## config.mk

```make
export PLATFORM = sky130hd
export DESIGN_NAME = sad_search_ctrl
export DESIGN_NICKNAME = d
export VERILOG_FILES = /design/src/rtl/sad_pkg.sv /design/src/rtl/raster_counter.sv /design/src/rtl/sad_search_ctrl.sv
export SDC_FILE = /design/constraint.sdc
export NUM_CORES = 1
export LEC_CHECK = 0
export BUFFER_PORTS_ARGS = -buffer_cell sky130_fd_sc_hd__buf_2
export CORE_UTILIZATION = 50
export CTS_BUF_LIST = sky130_fd_sc_hd__clkbuf_8
export CTS_CLUSTER_DIAMETER = 50
export DETAILED_ROUTE_END_ITERATION = 10
export PLACE_DENSITY = 0.84
export SYNTH_ARGS = -nofsm -noshare
export SYNTH_HDL_FRONTEND = slang
export SYNTH_SLANG_ARGS = --single-unit
```

## constraint.sdc

```tcl
create_clock -name Clk -period 4.37 [get_ports Clk]
set_input_delay 0.437 -clock Clk [delete_from_list [all_inputs] [get_ports Clk]]
set_output_delay 0.437 -clock Clk [all_outputs]
set_load 0.01 [all_outputs]
```

## src/rtl/sad_pkg.sv

```systemverilog
// rtl/sad_pkg.sv - shared constants and state encoding for the SAD search controller
package sad_pkg;
   localparam int WIN     = 4;
   localparam int COORD_W = 8;
   localparam int SAD_W   = 32;

   localparam logic [1:0] ST_IDLE  = 2'd0;
   localparam logic [1:0] ST_ISSUE = 2'd1;
   localparam logic [1:0] ST_DRAIN = 2'd2;
   localparam logic [1:0] ST_DONE  = 2'd3;

   localparam logic [SAD_W-1:0] SAD_MAX = '1;
endpackage

```

## src/rtl/raster_counter.sv

```systemverilog
// rtl/raster_counter.sv - X/Y raster position counter with wrap limits and a last-position flag
module raster_counter
   import sad_pkg::*;
#(
   parameter int W = COORD_W
) (
   input  logic         clk,
   input  logic         reset,
   input  logic         clear,
   input  logic         advance,
   input  logic [W-1:0] x_lim,
   input  logic [W-1:0] y_lim,
   output logic [W-1:0] x,
   output logic [W-1:0] y,
   output logic         last
);

   assign last = (x == x_lim) && (y == y_lim);

   // Step along the row; wrapping past the last column moves to the next row
   always_ff @(posedge clk) begin
      if (reset || clear) begin
         x <= '0;
         y <= '0;
      end else if (advance) begin
         if (x == x_lim) begin
            x <= '0;
            y <= y + W'(1);
         end else begin
            x <= x + W'(1);
         end
      end
   end

endmodule

```

## src/rtl/sad_search_ctrl.sv

```systemverilog
// rtl/sad_search_ctrl.sv - full-search block-matching scan sequencer with best-SAD tracking
module sad_search_ctrl
   import sad_pkg::*;
#(
   parameter int MAX_OUT = 8
) (
   input  logic               Clk,
   input  logic               Reset,
   input  logic               Start,
   input  logic               Abort,
   input  logic [COORD_W-1:0] FrameW,
   input  logic [COORD_W-1:0] FrameH,
   output logic               WinValid,
   input  logic               WinReady,
   output logic [COORD_W-1:0] WinX,
   output logic [COORD_W-1:0] WinY,
   input  logic               SadValid,
   input  logic [SAD_W-1:0]   SadIn,
   output logic               Busy,
   output logic               Done,
   output logic [SAD_W-1:0]   BestSad,
   output logic [COORD_W-1:0] BestX,
   output logic [COORD_W-1:0] BestY,
   output logic               Error
);

   localparam int OW  = $clog2(MAX_OUT) + 1;
   localparam int OWP = OW + 1;
   localparam logic [COORD_W-1:0] WIN_C = COORD_W'(WIN);

   logic [1:0]         state;
   logic [COORD_W-1:0] frame_w, frame_h, x_lim, y_lim;
   logic [OW-1:0]      outstanding;
   // results still owed by the pipeline for positions issued before an Abort
   logic [OWP-1:0]     orphans, orphan_next;
   logic [COORD_W-1:0] res_x, res_y;
   logic               issue_last, res_last;
   logic               start_ok, too_small, issue_fire, real_ret, orphan_ret, stray;

   assign x_lim      = frame_w - WIN_C;
   assign y_lim      = frame_h - WIN_C;
   assign too_small  = (FrameW < WIN_C) || (FrameH < WIN_C);
   assign start_ok   = (state == ST_IDLE) && Start && !Abort;
   assign WinValid   = (state == ST_ISSUE) && (outstanding < OW'(MAX_OUT));
   assign issue_fire = WinValid && WinReady;
   assign orphan_ret = SadValid && (orphans != '0);
   assign real_ret   = SadValid && (orphans == '0) && (outstanding != '0);
   assign stray      = SadValid && (orphans == '0) && (outstanding == '0);
   assign Busy       = (state == ST_ISSUE) || (state == ST_DRAIN);
   assign Done       = (state == ST_DONE);

   raster_counter #(.W(COORD_W)) u_issue (
      .clk(Clk), .reset(Reset), .clear(start_ok), .advance(issue_fire),
      .x_lim(x_lim), .y_lim(y_lim), .x(WinX), .y(WinY), .last(issue_last)
   );

   raster_counter #(.W(COORD_W)) u_result (
      .clk(Clk), .reset(Reset), .clear(start_ok), .advance(real_ret),
      .x_lim(x_lim), .y_lim(y_lim), .x(res_x), .y(res_y), .last(res_last)
   );

   // Abort hands everything in flight (including this cycle's traffic) to the orphan count
   always_comb begin
      orphan_next = orphans;
      if (Abort)
         orphan_next = orphans + OWP'(outstanding) + OWP'(issue_fire)
                       - OWP'(real_ret) - OWP'(orphan_ret);
      else if (orphan_ret)
         orphan_next = orphans - OWP'(1);
   end

   // Scan sequencing: issue all positions, wait for results, pulse Done once
   always_ff @(posedge Clk) begin
      if (Reset || Abort) begin
         state <= ST_IDLE;
      end else begin
         case (state)
            ST_IDLE:  if (Start) state <= too_small ? ST_DONE : ST_ISSUE;
            ST_ISSUE: if (issue_fire && issue_last) state <= ST_DRAIN;
            ST_DRAIN: if ((real_ret && res_last) || (outstanding == '0)) state <= ST_DONE;
            default:  state <= ST_IDLE;
         endcase
      end
   end

   // Positions in flight; a simultaneous issue and return cancel out
   always_ff @(posedge Clk) begin
      if (Reset || Abort || start_ok)
         outstanding <= '0;
      else if (issue_fire && !real_ret)
         outstanding <= outstanding + OW'(1);
      else if (!issue_fire && real_ret)
         outstanding <= outstanding - OW'(1);
   end

   // Orphaned results are swallowed silently ahead of any new search's results
   always_ff @(posedge Clk) begin
      if (Reset) orphans <= '0;
      else       orphans <= orphan_next;
   end

   // Frame size is captured once per search
   always_ff @(posedge Clk) begin
      if (Reset) begin
         frame_w <= '0;
         frame_h <= '0;
      end else if (start_ok) begin
         frame_w <= FrameW;
         frame_h <= FrameH;
      end
   end

   // Strict less-than keeps the earliest raster position on ties
   always_ff @(posedge Clk) begin
      if (Reset || start_ok) begin
         BestSad <= SAD_MAX;
         BestX   <= '0;
         BestY   <= '0;
      end else if (real_ret && (SadIn < BestSad)) begin
         BestSad <= SadIn;
         BestX   <= res_x;
         BestY   <= res_y;
      end
   end

   // Sticky flag for results nobody asked for
   always_ff @(posedge Clk) begin
      if (Reset)         Error <= 1'b0;
      else if (stray)    Error <= 1'b1;
      else if (start_ok) Error <= 1'b0;
   end

endmodule

```

==> results of run 1 <==
[cell usage after synthesis, types with 3 or more instances]
| cell | instances |
|---|---|
| dfxtp_1 | 108 |
| a211oi_1 | 3 |
| a21o_1 | 12 |
| and3_1 | 5 |
| or4_1 | 5 |
| fa_1 | 5 |
| inv_1 | 61 |
| nor4_1 | 4 |
| xnor2_1 | 40 |
| nor3_1 | 11 |
| nor2_1 | 109 |
| xor2_1 | 28 |
| clkbuf_1 | 23 |
| ha_1 | 52 |
| mux2i_1 | 54 |
| nand2_1 | 95 |
| nand3_1 | 9 |
| buf_4 | 3 |
| buf_2 | 5 |
| o21ai_0 | 14 |
| or3_1 | 9 |
| a21oi_1 | 41 |
| nand4_1 | 16 |
| nor2b_1 | 3 |
[layout make-up]
class,count,share of cell area (%)
Clock buffer,9,1.72
Clock inverter,7,0.939
Multi-Input combinational cell,547,52.2
Timing Repair Buffer,127,9.04
Tap cell,168,2.92
Inverter,61,3.18
Sequential cell,108,30.0
[where the power goes]
part	internal (mW)	total (mW)	switching, mW
sequential	1.02	1.06	0.0438
combinational	0.251	0.545	0.293
clock	0.263	0.616	0.353
total	1.53	2.22	0.690
[worst max-delay path, stage by stage, from the launching register on]
cell and delay, ns:
dfxtp_1 0.36, inv_1 0.16, ha_1 0.17, nor4b_4 0.24, and3_4 0.29, inv_1 0.11
fa_1 0.53, inv_1 0.06, fa_1 0.48, inv_1 0.05, fa_1 0.38, inv_1 0.09
fa_1 0.20, inv_1 0.05, a21o_1 0.15, a21oi_1 0.16, xnor2_1 0.08, a21oi_1 0.18
xor2_1 0.17, nor2_1 0.05
[path summary, 6_finish.rpt]
kind                end  slack, ns  cells after the start
max          orphans[4]       0.27                     19
min          frame_h[0]       0.28                      3
max reg2reg  orphans[4]       0.27                     19
min reg2reg    BestX[2]       0.46                      2
[routing by layer]
metal	routed length, um	global-route usage (%)	up-vias
li1	-	-	2699
met1	6530	28.7	2439
met2	6390	36.2	134
met3	746	4.68	13
met4	170	6.75	0
met5	0	0	-
[timing repair]
item / 4_1_cts / 5_1_grt
setup endpoints to repair: 0 / 1
gates resized for setup: 0 / 3
endpoints found under the hold margin: 0 / 0
hold buffers: 0 / 0
[sequential cells by signal, indices dropped and copies added, names as in the netlist]
register and flops:
BestSad 32, BestX 8, BestY 8, frame_h 8, frame_w 8, u_issue.x 8
u_issue.y 8, u_result.x 8, u_result.y 8, orphans 5, outstanding 4, state 2
Error 1
[through the flow]
stage          hold slack [ns]  cell area (sq um)
6_report                 0.280               7200
5_1_grt                  0.269               7200
4_1_cts                  0.264               7180
3_5_place_dp             0.446               6990
3_3_place_gp             0.440               6990
2_1_floorplan            0.463               6270
[logic make-up (layout without fill, tap and decap cells)]
family,after synthesis,count (layout),synth area share (%)
AO/OA/AOI/OAI,88,88,8.54
XOR/XNOR,70,70,10.2
adder cells (fa/ha/maj),57,57,12.0
buffers and inverters,96,204,6.17
flip-flops,108,108,34.5
multiplexers,55,55,8.80
AND/OR/NAND/NOR,277,277,19.8
==> flow_metrics.env, run 1 <==
export IMPL_status="finished clean"
export IMPL_end_kind="flip-flop"
export IMPL_start_util_pct=51.8
export IMPL_vias=5285
export IMPL_setup_viol=0
export IMPL_layout_commonest_cell="buf_2"
export IMPL_htreeDepth=3
export IMPL_antenna_found_initial=0
export IMPL_rsz0062_at_grt="no"
export IMPL_crit_type="reg2reg"
export IMPL_max_freq_mhz=244
export IMPL_period_needed_ns=4.10
export IMPL_worst_slew_pin_slew_ns=1.12
export IMPL_vdd_ir_drop_max_uv=269
export IMPL_syn_avg_cell_area_sq_um=8.35
export IMPL_io_buffer_count=121
export IMPL_vias_per_cell=5.15
export IMPL_fin_cells=1027
export IMPL_ys_seq_area_share_pct=34.5
export IMPL_synth_top_area_cell="dfxtp_1"
export IMPL_clock_root_buffer="clkbuf_8"
export IMPL_final_period_utilization_pct=93.7
export IMPL_antenna_cells=0
export IMPL_synth_enable_flop_cells=0
export IMPL_nets=965
export IMPL_drt_first_pass_iters=4
export IMPL_clock_sinks=108
export IMPL_post_place_ws_ns=0.158
export IMPL_grt_pass1_wl_mm=22.9
export IMPL_power_mw=2.22
export IMPL_drt_wl_total_mm=13.8
export IMPL_synth_ff_latch_count=108
export IMPL_ant_nets=0
export IMPL_postSynthCellCount=751
export IMPL_drv_cap=0
export IMPL_worst_slack_ns=0.275
export IMPL_post_cts_setup_buffers=0
export IMPL_gp_congestion=0.865
export IMPL_synth_area_top_cells="dfxtp_1 (34%), ha_1 (10%), mux2i_1 (8.6%)"
export IMPL_yosys_most_used_dff="dfxtp_1"
export IMPL_core_sq_um=12100
export IMPL_die_y_um=114
export IMPL_max_slew_margin_pct=25.0
export IMPL_drive_gt1_share_pct=17.9
export IMPL_netlist_area_sq_um=6270
export IMPL_path_clk_slew_ns=0.11
export IMPL_final_cell_mix="buf_2 (121), dfxtp_1 (108), nor2_1 (108)"
export IMPL_leakage_nw=3.31
export IMPL_clockBufferDepth=2
export IMPL_required_ns=4.63
export IMPL_overflow=0
export IMPL_crit_start="orphans[1]"
export IMPL_drcViolationCount=0
export IMPL_cts_buffers=9
export IMPL_crit_path_max_fanout=7
export IMPL_final_hold_viol_count=0
export IMPL_die_width_um=114
export IMPL_multi_input_area_sq_um=3750
export IMPL_place_inst=1011
export IMPL_r2r_start="orphans[1]"
export IMPL_fin_worst_skew_ns=0.0132
export IMPL_powerDensity_nw_per_um2=309
export IMPL_syn_to_final_growth_pct=14.8
export IMPL_grt_pass1_vias=4928
export IMPL_syn_nets=862
export IMPL_worstPathArrival_ns=4.36
export IMPL_clk_insertion_delay_late_ns=0.39
export IMPL_synth_distinct_cells=54
export IMPL_slew_viol_final=0
export IMPL_design_die_area_sq_um=13000
export IMPL_post_route_util_pct=59.4
export IMPL_synth_top_area_share_pct=34.5
export IMPL_seq_area_sq_um=2160
export IMPL_grt_usage_pct=22.0
export IMPL_drt_iter0_markers=310
export IMPL_grt_max_degree=54
export IMPL_critPathLaunchType="flip-flop"
export IMPL_yosysWarnings=0
export IMPL_cts_tree="yes"
export IMPL_wire_per_inst_um=13.5
export IMPL_hold_path_class="in2reg"
export IMPL_async_flop_share_pct=0
export IMPL_ioPinCount=122
export IMPL_row_count=40
export IMPL_hold_start="FrameH[0]"
export IMPL_tns_ns=0
export IMPL_n_fill_cell=1090
export IMPL_dpl_hpwl_mm=10.4
No activity file was read; power rests on OpenSTA's default activity.
==> run 2: changes to the inputs <==
Settings changed: CAP_MARGIN set to 20, MAX_ROUTING_LAYER set to met4.
==> run 2 against run 1 <==
Against the previous run:
- flip-flop and latch count unchanged
- first-iteration DRC count increased by 2.9%
- sequential share of layout area about the same
- critical endpoint unchanged
- largest power group unchanged
- largest cell class unchanged
==> flow_metrics.env, run 2 (synthesis gave the netlist of run 1 again) <==
export IMPL_hold_path_class="in2reg"
export IMPL_fin_worst_skew_ns=0.0131
export IMPL_worst_slew_pin_slew_ns=1.01
export IMPL_core_sq_um=12100
export IMPL_n_fill_cell=1089
export IMPL_largest_register_ffs=32
export IMPL_worst_slack_ns=0.285
export IMPL_post_cts_setup_buffers=0
export IMPL_max_stage_delay_ns=0.53
export IMPL_syn_to_final_growth_pct=14.9
export IMPL_seq_area_sq_um=2160
export IMPL_grt_usage_pct=22.7
export IMPL_layout_commonest_cell="buf_2"
export IMPL_drv_cap=0
export IMPL_post_place_ws_ns=0.158
export IMPL_drt_wl_total_mm=13.9
export IMPL_top_register="BestSad"
export IMPL_rrSetupSlack_ns=0.28
export IMPL_ant_nets=0
export IMPL_vias=5270
export IMPL_crit_chain="inv_1 -> ha_1 -> nor4b_4 -> and3_4 -> inv_1 -> fa_1 -> inv_1 -> fa_1 -> inv_1 -> fa_1 -> inv_1 -> fa_1 -> inv_1 -> a21o_1 -> a21oi_1 -> xnor2_1 -> a21oi_1 -> xor2_1 -> nor2_1"
export IMPL_powerDensity_nw_per_um2=309
export IMPL_leakage_nw=3.31
export IMPL_dpl_hpwl_mm=10.4
export IMPL_nets=966
export IMPL_die_width_um=114
export IMPL_required_ns=4.64
export IMPL_vias_per_cell=5.13
export IMPL_cts_resized=0
export IMPL_drt_first_pass_iters=4
export IMPL_final_hold_viol_count=0
export IMPL_crit_type="reg2reg"
export IMPL_overflow=0
export IMPL_wire_per_inst_um=13.5
export IMPL_rsz0062_at_grt="no"
export IMPL_critPathLaunchType="flip-flop"
export IMPL_r2r_end="orphans[4]"
export IMPL_clockBufferDepth=2
export IMPL_vdd_ir_drop_max_uv=269
export IMPL_worstPathArrival_ns=4.35
export IMPL_io_buffer_count=121
export IMPL_drive_gt1_share_pct=18.0
export IMPL_multi_input_area_sq_um=3750
export IMPL_final_cell_mix="buf_2 (121), dfxtp_1 (108), nor2_1 (108)"
export IMPL_clock_root_buffer="clkbuf_8"
export IMPL_max_slew_margin_pct=32.6
export IMPL_final_period_utilization_pct=93.5
export IMPL_clock_sinks=108
export IMPL_die_y_um=114
export IMPL_grt_pass1_wl_mm=22.9
export IMPL_ioPinCount=122
export IMPL_max_freq_mhz=245
export IMPL_design_die_area_sq_um=13000
export IMPL_grt_max_degree=54
export IMPL_hold_start="FrameH[0]"
export IMPL_drt_iter0_markers=319
export IMPL_cts_buffers=9
export IMPL_clk_insertion_delay_late_ns=0.40
export IMPL_start_util_pct=51.8
export IMPL_grt_pass1_vias=4931
export IMPL_r2r_cells=19
export IMPL_tns_ns=0
export IMPL_slew_viol_final=0
export IMPL_post_route_util_pct=59.5
export IMPL_cpMostUsedCell="inv_1"
export IMPL_cts_tree="yes"
export IMPL_gp_congestion=0.879
export IMPL_period_needed_ns=4.09
export IMPL_hold_buffers=0
export IMPL_end_kind="flip-flop"
export IMPL_setup_viol=0
export IMPL_worst_path_max_delay_cell="fa_1"
export IMPL_holdPathStages=3
export IMPL_row_count=40
export IMPL_drcViolationCount=0
export IMPL_antenna_found_initial=0
export IMPL_path_clk_slew_ns=0.11
export IMPL_status="finished clean"
export IMPL_crit_path_max_fanout=7
export IMPL_r2r_start="orphans[1]"
export IMPL_antenna_cells=0
export IMPL_hold_path_end="frame_h[0]"
export IMPL_htreeDepth=3
==> run 2: stage by stage <==
step                      power (mW)  instances  instance area (sq um)  hold WS [ns]
after floorplan                 1.47        751                   6270         0.463
after global placement          1.58       1011                   6990         0.440
after detailed placement        1.60       1011                   6990         0.446
after CTS                       2.22       1027                   7180         0.264
after global routing            2.35       1028                   7200         0.266
final                           2.22       1028                   7200         0.277
==> run 2: report_power, final <==
part	leakage (nW)	switching (mW)	total (mW)	internal [mW]
combinational	2.34	0.292	0.542	0.250
sequential	0.874	0.0441	1.06	1.02
clock	0.0968	0.356	0.619	0.263
total	3.31	0.692	2.22	1.53
==> run 2: how the worst max path moves through the flow <==
stage	from	end	slack, ns	cells after the start
finish	orphans[1]	orphans[4]	0.28	19
global route	orphans[1]	orphans[4]	0.02	19
CTS	orphans[1]	orphans[4]	0.13	19
detailed placement	orphans[1]	orphans[4]	0.16	19
global placement	orphans[1]	orphans[4]	0.35	19
floorplan	orphans[1]	orphans[4]	0.55	20
==> run 2: routing by layer <==
| metal | part of all wire (%) | wire length, um | GRT usage, % | vias to the layer above |
|---|---|---|---|---|
| met5 | 0 | 0 | - | - |
| li1 | - | - | - | 2705 |
| met4 | 1.3 | 183 | 6.75 | 0 |
| met1 | 47 | 6570 | 28.9 | 2421 |
| met2 | 46 | 6390 | 36.2 | 129 |
| met3 | 5.2 | 725 | 4.73 | 15 |
==> run 2: worst max-delay path: cells and delay by family (launching register included) <==
kind	cells	cell delay (ns)
compound gates	3	0.49
xor+xnor	2	0.25
fa+ha+maj	5	1.75
buf+inv	6	0.52
flops	1	0.35
simple gates	3	0.58
==> run 2: cell type report <==
cell class                      instances  area share (%)
Clock buffer                            9            1.72
Clock inverter                          7           0.938
Inverter                               61            3.18
Multi-Input combinational cell        547            52.1
Sequential cell                       108            30.0
Tap cell                              168            2.92
Timing Repair Buffer                  128            9.14
